### src/rtl/seq_divmod.sv
// -----------------------------------------------------------------------------
// seq_divmod
//   Multi-cycle unsigned divider (radix-2 restoring). Produces quotient and
//   remainder together, resolving one quotient bit per clock. Operands are
//   captured when start is accepted in IDLE. Results are held in output
//   registers until the next completion.
//
//   Optional feature macro: DIVZERO_DETECT_EN
//     When defined, a zero divisor short-circuits the iteration: results and
//     the divzero flag are produced on the accepting edge.
//
// Parameters
//   DATAWIDTH  operand/result width (2..64)
//
// Ports
//   clk      system clock, rising edge
//   rst      synchronous, active-high reset
//   start    request a division (accepted only in IDLE)
//   a, b     unsigned dividend / divisor, sampled on the accepting edge
//   quot     registered quotient  a / b
//   rem      registered remainder a % b
//   busy     high while RUN or DONE
//   divzero  (DIVZERO_DETECT_EN only) last accepted divisor was zero
//   done     one-cycle pulse, quot/rem valid in the same cycle
// -----------------------------------------------------------------------------
module seq_divmod #(
  parameter int DATAWIDTH = 8
) (
  input  logic                 clk,
  input  logic                 rst,
  input  logic                 start,
  input  logic [DATAWIDTH-1:0] a,
  input  logic [DATAWIDTH-1:0] b,
  output logic [DATAWIDTH-1:0] quot,
  output logic [DATAWIDTH-1:0] rem,
  output logic                 busy,
`ifdef DIVZERO_DETECT_EN
  output logic                 divzero,
`endif
  output logic                 done
);

  localparam int CW = $clog2(DATAWIDTH + 1);

  typedef enum logic [1:0] {
    IDLE = 2'd0,
    RUN  = 2'd1,
    DONE = 2'd2
  } state_t;

  state_t                 state;
  logic [CW-1:0]          cnt;
  // Dividend shift register. Quotient bits enter at the LSB as dividend bits
  // leave at the MSB, so after DATAWIDTH iterations it holds the quotient.
  logic [DATAWIDTH-1:0]   dvd;
  logic [DATAWIDTH-1:0]   dvs;
  // Partial remainder. The restored value is always below the divisor, so
  // only the working value t needs the extra bit.
  logic [DATAWIDTH-1:0]   p;

  logic [DATAWIDTH:0]     t;
  logic                   ge;
  logic [DATAWIDTH-1:0]   diff;
  logic [DATAWIDTH-1:0]   p_next;

  assign t      = {p, dvd[DATAWIDTH-1]};
  assign ge     = (t >= {1'b0, dvs});
  // When ge holds the true difference is below dvs, so the low bits suffice.
  assign diff   = t[DATAWIDTH-1:0] - dvs;
  assign p_next = ge ? diff : t[DATAWIDTH-1:0];

  // NOTE: sequential state uses non-blocking assignments so every register
  // samples the pre-edge values, independent of statement order.
  always_ff @(posedge clk) begin
    if (rst) begin
      state <= IDLE;
      cnt   <= '0;
      dvd   <= '0;
      dvs   <= '0;
      p     <= '0;
      quot  <= '0;
      rem   <= '0;
      busy  <= 1'b0;
      done  <= 1'b0;
`ifdef DIVZERO_DETECT_EN
      divzero <= 1'b0;
`endif
    end else begin
      case (state)
        IDLE: begin
          done <= 1'b0;
          if (start) begin
            dvd  <= a;
            dvs  <= b;
            p    <= '0;
            cnt  <= CW'(DATAWIDTH);
            busy <= 1'b1;
            state <= RUN;
`ifdef DIVZERO_DETECT_EN
            divzero <= 1'b0;
            if (b == '0) begin
              quot    <= '1;
              rem     <= a;
              divzero <= 1'b1;
              done    <= 1'b1;
              state   <= DONE;
            end
`endif
          end
        end

        RUN: begin
          p   <= p_next;
          dvd <= {dvd[DATAWIDTH-2:0], ge};
          cnt <= cnt - CW'(1);
          if (cnt == CW'(1)) begin
            quot  <= {dvd[DATAWIDTH-2:0], ge};
            rem   <= p_next;
            done  <= 1'b1;
            state <= DONE;
          end
        end

        DONE: begin
          // start is deliberately ignored here; the next request is taken
          // one cycle later in IDLE.
          done  <= 1'b0;
          busy  <= 1'b0;
          state <= IDLE;
        end

        default: begin
          done  <= 1'b0;
          busy  <= 1'b0;
          state <= IDLE;
        end
      endcase
    end
  end

endmodule
### config.mk
export PLATFORM = sky130hd
export DESIGN_NAME = seq_divmod
export DESIGN_NICKNAME = d
export VERILOG_FILES = /design/src/rtl/seq_divmod.sv
export SDC_FILE = /design/constraint.sdc
export NUM_CORES = 1
export LEC_CHECK = 0
export ABC_AREA = 1
export BUFFER_PORTS_ARGS = -buffer_cell sky130_fd_sc_hd__buf_2
export CORE_UTILIZATION = 50
export CTS_CLUSTER_SIZE = 24
export DETAILED_ROUTE_END_ITERATION = 8
export PLACE_DENSITY = 0.81
export SLEW_MARGIN = 20
export SYNTH_ARGS = -nofsm -noshare
export SYNTH_HDL_FRONTEND = slang
export SYNTH_SLANG_ARGS = --single-unit
### constraint.sdc
create_clock -name clk -period 1.8 [get_ports clk]
set_input_delay 0.18 -clock clk [delete_from_list [all_inputs] [get_ports clk]]
set_output_delay 0.18 -clock clk [all_outputs]
set_load 0.01 [all_outputs]
==> reports/metrics.csv, run 1 <==
stage,metric,value,unit
synth,synth_cells,337,
sta,setup_ws,0.0562,ns
synth,synth_area_per_cell,7.17,sq um
sta,slew_headroom,61.3,%
final_layout,layout.nets,410,
drt,vias_per_cell,5.25,
synth,ys.flop_type,dfxtp_1,
worst_setup_path,cp-end-kind,flip-flop,
sta,hold_viol_final,0,
job,cap_viol_max_count,0,
clock_tree,cts_tree,built,
worst_setup_path,cp_num_buf_inv,2,
sta,clock_skew,0.00409,ns
worst_setup_path,cp_common_cell,nand2_1,
clock_tree,h-tree-depth,2,
sta,worst_pin_slew,0.580,ns
floorplan,die_h,71.5,um
final_layout,fill_cells,391,
clock_tree,clock_latency,0.30,ns
floorplan,row_count,24,
worst_setup_path,critPathMaxStageDelay,0.44,ns
worst_setup_path,crit_family,simple AND/OR/NAND/NOR gates,
global_route,grt_start_max_net_pins,23,
worst_setup_path,worstPathMaxFanout,9,
clock_tree,clk_pin_slew_worst_paths,0.09,ns
drt,drt-total-wl,5680,um
sta,drv_slew,0,
sta,setup_viol,0,
drt,drtIter0Drc,186,
drt,drtAntennaViolNets,0,
sta,setup-tns-final,0,ns
clock_tree,cts_max_path_buffers,2,
power_and_ir_drop,power.static_leakage,0.00142,uW
place,place_ws,0.00294,ns
global_route,grt_antenna_before_repair,0,
power_and_ir_drop,power_density,1220,nW/um^2
synth,synth_warnings,0,
floorplan,fp.dieW,71.5,um
clock_tree,cts_hold_buf,0,
synth,async_reset_ff_share,0,%
sta,fmax,0.573,GHz
power_and_ir_drop,peakVddDrop,0.569,mV
drt,vias,2275,
drt,first_pass_iters,4,
clock_tree,root_buffer,clkbuf_8,
drt,drc,0,
synth,syn_area,2410,sq um
worst_setup_path,crit_type,reg -> reg,
global_route,grt_pass1_vias,2068,
clock_tree,clkSinkCount,48,
floorplan,fp.coreArea,4500,sq um
final_layout,drive_gt1_share,25.7,%
final_layout,area_growth,20.4,%
global_route,gr-total-overflow,0,
final_layout,post-route-util,64.5,%
worst_setup_path,slowest_stage,dfxtp_1,
global_route,grt.total_usage,23.3,%
worst_setup_path,worstSetupStartpointType,flip-flop,
place,place_congestion,0.901,
synth,synth_seq_cells,48,
place,place.port_buffers,36,
drt,wl_per_cell,13.1,um
hold_path,hp-class,in -> reg,
worst_setup_path,worstPathRequired,2.05,ns
synth,synth-edff-count,0,
sta,fin_crit_sh,96.9,%
synth,synth.yosys.seq_area_share,39.8,%
clock_tree,cts-buffers-inserted,5,
place,place_area,2690,sq um
place,dp_hpwl,3990,um
floorplan,initial_utilization,53.6,%
worst_setup_path,crit_chain,ha_4 -> nand2_1 -> inv_2 -> a21oi_2 -> nand2_2 -> nand2_4 -> buf_4 -> nand3_2 -> nand2_1 -> nand2_1 -> nand2_1,
synth,syn_nets,367,
final_layout,diodes,0,
global_route,grt_pass1_wl,9220,um
run_status,status,"complete, no violations",
floorplan,io_pins,37,
worst_setup_path,crit_arrival,2.00,ns
sta,final.min_clock_period,1.74,ns
final_layout,post-route-cell-area,2910,sq um
floorplan,dieArea,5110,sq um
synth,synth_cell_types,33,
[flip-flops by register name, indices dropped and copies added (netlist names)]
name and cells:
cnt 4, quot 8, state 2, dvs 8, rem 8, p 8, done 1, dvd 8
busy 1
[synthesized netlist by cell type (2+ instances only)]
cell	number	area (sq um)
nand2_1	90	338
dfxtp_1	48	961
inv_1	37	139
nand3_1	33	165
nor2_1	32	120
a21oi_1	17	85.1
ha_1	10	125
nand2_2	10	62.6
o21ai_0	9	45.0
nor3_1	7	35.0
o221ai_1	6	52.6
inv_2	5	18.8
clkbuf_1	4	15.0
nor2_4	4	45.0
nor2_2	3	18.8
buf_2	2	10.0
buf_4	2	15.0
buf_6	2	22.5
xor2_1	2	17.5
[timing repair]
| item | in CTS | in global routing |
|---|---|---|
| pin swaps | 0 | 2 |
| endpoints found under the setup margin | 10 | 15 |
| setup buffers | 0 | 0 |
| gates resized for setup | 3 | 16 |
[tightest hold or removal path, stage by stage]
cell and delay, ns:
buf_2 0.07, nor3_1 0.04, nor2_1 0.08
[where the power goes]
part,internal (uW),switching [uW]
Combinational,599,961
Sequential,1180,105
Clock,315,378
Total,2090,1440
[metal layers]
layer  GRT usage (%)  part of all wire (%)
met5               0                     0
met4            10.5                   2.8
met3            4.50                   4.2
met2            38.4                    47
met1            29.8                    46
[per-stage QoR]
| stage | total power, uW | hold WS, ns | cells |
|---|---|---|---|
| after global routing | 3780 | 0.0942 | 433 |
| after floorplan | 2380 | 0.315 | 337 |
| after global placement | 2660 | 0.403 | 425 |
| after detailed placement | 2690 | 0.409 | 425 |
| final | 3530 | 0.102 | 433 |
| after CTS | 3450 | 0.0893 | 433 |
[final cells by class]
type                       instances  area (sq um)  share of cell area, %
tap                               52          65.1                   2.24
multi-input combinational        236          1350                   46.5
sequential                        48           962                   33.1
timing repair buffer              46           268                   9.21
inverter                          43           164                   5.64
clock inverter                     2          13.8                  0.474
clock buffer                       6          82.6                   2.84
[logic make-up (layout without fill, tap and decap cells)]
kind of cell    after synthesis  count (layout)  synth area share [%]
simple gates                184             184                  34.5
xor+xnor                      3               3                  1.09
fa+ha+maj                    11              11                  6.01
buf+inv                      53              97                  9.38
flops                        48              48                  39.8
compound gates               38              38                  9.27
[cells in the final DEF, fill, tap and decap left out, drive strengths merged, types with 8 or more instances in the layout]
master / instances
nor2: 39
nand3: 33
a21oi: 18
dfxtp: 48
nor3: 8
o21ai: 10
ha: 10
inv: 44
nand2: 101
buf: 46
[final timing paths]
kind           from  endpoint  slack [ns]  depth (start not counted)
min reg2reg  cnt[2]    cnt[2]        0.45                          1
max            p[3]      p[1]        0.06                         11
max reg2reg    p[3]      p[1]        0.06                         11
min            a[4]    dvd[4]        0.10                          3
Power figures use the tool's default switching activity.
==> run 2: changes to the inputs <==
Settings changed: ABC_AREA 1 to unset, CAP_MARGIN set to 0, RECOVER_POWER set to 25.
==> run 2 against run 1 <==
Compared with the run above:
- the flow now finishes with violations (design-rule violations, negative setup slack)
- via count rose by 7.0%
- synthesized cell count down 11%
- clock power is 10% lower
- register-to-register slack worse by 0.23 ns
- wire length rose by 21%
- clock-buffer cell count did not move
- cell count decreased by 2.3%
- largest cell class unchanged
- largest power group unchanged
==> reports/metrics.csv, run 2 <==
stage,metric,value,unit,change
run_status,status,"complete, but fails checks",,
run_status,violations,"design-rule violations, negative setup slack",,
drt,drt-total-wl,6860,um,+21%
synth,yosysTopAreaCellShare,40.2,%,+0.37 points
sta,setup-tns-final,-1.34,ns,-1.34 ns
clock_tree,clkSinkCount,48,,unchanged
power_and_ir_drop,power.static_leakage,0.00130,uW,-8.5%
synth,synthAdderAreaFrac,6.07,%,+0.057 points
sta,hold_viol_final,0,,unchanged
floorplan,die_h,71.2,um,-0.45%
synth,synth_seq_cells,48,,unchanged
final_layout,layout.nets,401,,-2.2%
drt,drtIter0Drc,226,,+22%
synth,synthMuxAreaShare,2.51,%,+2.5 points
clock_tree,root_buffer,clkbuf_8,,
job,cap_viol_max_count,0,,unchanged
place,place_congestion,0.878,,-2.6%
worst_setup_path,crit_type,reg -> reg,,
sta,fmax,0.506,GHz,-12%
drt,first_pass_iters,7,,+3
synth,synth_area_per_cell,8.00,sq um,+12%
worst_setup_path,crit_family,simple AND/OR/NAND/NOR gates,,
synth,syn_nets,329,,-10%
worst_setup_path,worstSetupStartpointType,flip-flop,,
worst_setup_path,crit_chain,inv_1 -> ha_4 -> nand4b_1 -> nor2_1 -> a21oi_2 -> buf_6 -> or3_4 -> a311oi_2,,
synth,yosysMostFrequentCell,dfxtp_1,,
drt,drtAntennaViolNets,0,,unchanged
sta,slew_headroom,73.3,%,+12 points
place,dp_hpwl,4280,um,+7.2%
worst_setup_path,crit_arrival,2.20,ns,+0.20 ns
synth,synth_top_family_by_area,simple AND/OR/NAND/NOR gates,,
global_route,grt_antenna_before_repair,0,,unchanged
synth,ys_top_cells_by_count,"48 x dfxtp_1, 47 x nand2_1, 40 x nor2_1, 32 x a21oi_1, 16 x inv_1",,
synth,synth.yosys.seq_area_share,40.2,%,+0.37 points
floorplan,dieArea,5070,sq um,-0.91%
synth,synth_xor_area_share,1.46,%,+0.38 points
synth,synth_cell_types,48,,+45%
synth,synth-edff-count,0,,unchanged
synth,synth_cells,299,,-11%
sta,worst_pin_slew,0.401,ns,-0.179 ns
final_layout,layout_common_cells,"46 x nand2_1, 43 x buf_4, 40 x nor2_1, 38 x dfxtp_1, 29 x a21oi_1",,
worst_setup_path,r2r-start,dvs[7],,
sta,setup_ws,-0.178,ns,-0.234 ns
sta,final.min_clock_period,1.98,ns,+0.234 ns
hold_path,hp-class,in -> reg,,
synth,yosys.area.top_type,dfxtp_1,,
drt,vias_per_cell,5.75,,+9.5%
drt,drc,3,,+3
floorplan,io_pins,37,,unchanged
final_layout,area_growth,31.1,%,
global_route,gr-total-overflow,0,,unchanged
drt,vias,2434,,+7.0%
global_route,grt_pass1_vias,2272,,+9.9%
synth,ys.flop_type,dfxtp_1,,
floorplan,fp.coreArea,4470,sq um,-0.67%
synth,syn_area,2390,sq um,-0.93%
worst_setup_path,cp.depth,8,,-3
worst_setup_path,critPathMaxStageDelay,0.37,ns,-0.07 ns
worst_setup_path,cp_num_buf_inv,2,,unchanged
worst_setup_path,worstPathRequired,2.02,ns,-0.03 ns
clock_tree,clock_latency,0.30,ns,about the same
sta,fin_crit_sh,110,%,+13 points
worst_setup_path,slowest_stage,or3_4,,
clock_tree,h-tree-depth,2,,unchanged
final_layout,mostFrequentLayoutCell,nand2_1,,
worst_setup_path,cp-end-kind,flip-flop,,
sta,rsz0062_at_grt,yes,,
synth,async_reset_ff_share,0,%,unchanged
power_and_ir_drop,peakVddDrop,0.643,mV,+13%
hold_path,whs_path_depth,3,,unchanged
global_route,grt.total_usage,26.6,%,+3.3 points
global_route,grt_pass1_wl,10500,um,+14%
sta,setup_viol,17,,+17
synth,netlist_top_cells_area,"dfxtp_1 40%, nand2_1 7.4%, a21oi_1 6.7%",,
floorplan,initial_utilization,53.5,%,-0.14 points
drt,wl_per_cell,16.2,um,+24%
sta,drv_slew,0,,unchanged
clock_tree,cts_tree,built,,
final_layout,fill_cells,346,,-12%
final_layout,diodes,0,,unchanged
worst_setup_path,reg2reg_depth,8,,-3
hold_path,hp-start,b[2],,
floorplan,row_count,24,,unchanged
synth,synthSimpleGateAreaFrac,22.1,%,-12 points
floorplan,fp.dieW,71.2,um,-0.45%
final_layout,drive_gt1_share,31.5,%,+5.8 points
synth,synth-compound-area-share,21.1,%,+12 points
power_and_ir_drop,power_density,977,nW/um^2,-20%
clock_tree,clk_pin_slew_worst_paths,0.08,ns,about the same
clock_tree,cts_max_path_buffers,2,,unchanged
clock_tree,cts-buffers-inserted,5,,unchanged
global_route,grt_start_max_net_pins,38,,+65%
synth,synth_warnings,0,,unchanged
place,place.port_buffers,36,,unchanged
worst_setup_path,startpoint,dvs[7],,
worst_setup_path,worstPathMaxFanout,8,,-1
sta,clock_skew,0.00687,ns,+0.00278 ns
sta,hold_slack,0.102,ns,-0.000285 ns
## run 2: what timing repair did
action / 4_1_cts / 5_1_grt
setup buffers: 5 / 6
hold buffers: 0 / 0
resized for setup: 25 / 21
endpoints found under the setup margin: 18 / 20
pin swaps: 19 / 10
## run 2: final timing paths
path	end	slack [ns]
worst max-delay path	rem[5]	-0.18
worst min-delay path	dvs[2]	0.10
worst max register to register	rem[5]	-0.18
worst min register to register	dvs[2]	0.46
## run 2: power by group
group	switching [uW]	total, uW	internal, uW
Clock	356	621	265
Combinational	623	1250	629
Sequential	60.2	1190	1130
Total	1040	3070	2030
## run 2: cells by family (layout without fill, tap and decap cells)
| kind of cell | Yosys count | count (layout) |
|---|---|---|
| xor+xnor | 4 | 4 |
| buf+inv | 35 | 107 |
| compound gates | 76 | 76 |
| flops | 48 | 48 |
| fa+ha+maj | 11 | 11 |
| simple gates | 119 | 119 |
| mux | 6 | 6 |
## run 2: final cells by class
cell class / count / area, sq um / share of cell area [%]
clock inverter: 1 / 5.00 / 0.160
inverter: 17 / 63.8 / 2.03
tap: 52 / 65.1 / 2.07
timing repair buffer: 83 / 533 / 17.0
clock buffer: 6 / 72.6 / 2.31
sequential: 48 / 973 / 31.0
multi-input combinational: 216 / 1420 / 45.4
## run 2: layer usage
layer  track usage (%)  share of wire (%)  vias up
met2              46.1                 49      109
met3              5.13                6.1       25
met5                 0                  0        -
li1                  -                  -     1177
met4              9.11                3.1        0
met1              33.0                 42     1123
## run 2: worst register-to-register path, delay by kind of cell, from the launching register on
family	cells	cell delay [ns]
fa+ha+maj	1	0.28
compound gates	2	0.31
simple gates	3	0.75
flops	1	0.33
buf+inv	2	0.22
## run 2: through the flow
step	util (%)	total power [uW]	cells	area [sq um]	worst slack (ns)
after floorplan	-	1800	299	2400	-0.00526
after global placement	63.2	2060	406	2830	-0.156
after detailed placement	63.2	2090	406	2830	-0.253
after CTS	68.3	2840	418	3060	-0.0758
after global routing	70.1	3210	423	3140	-0.327
final	70.1	3070	423	3140	-0.178
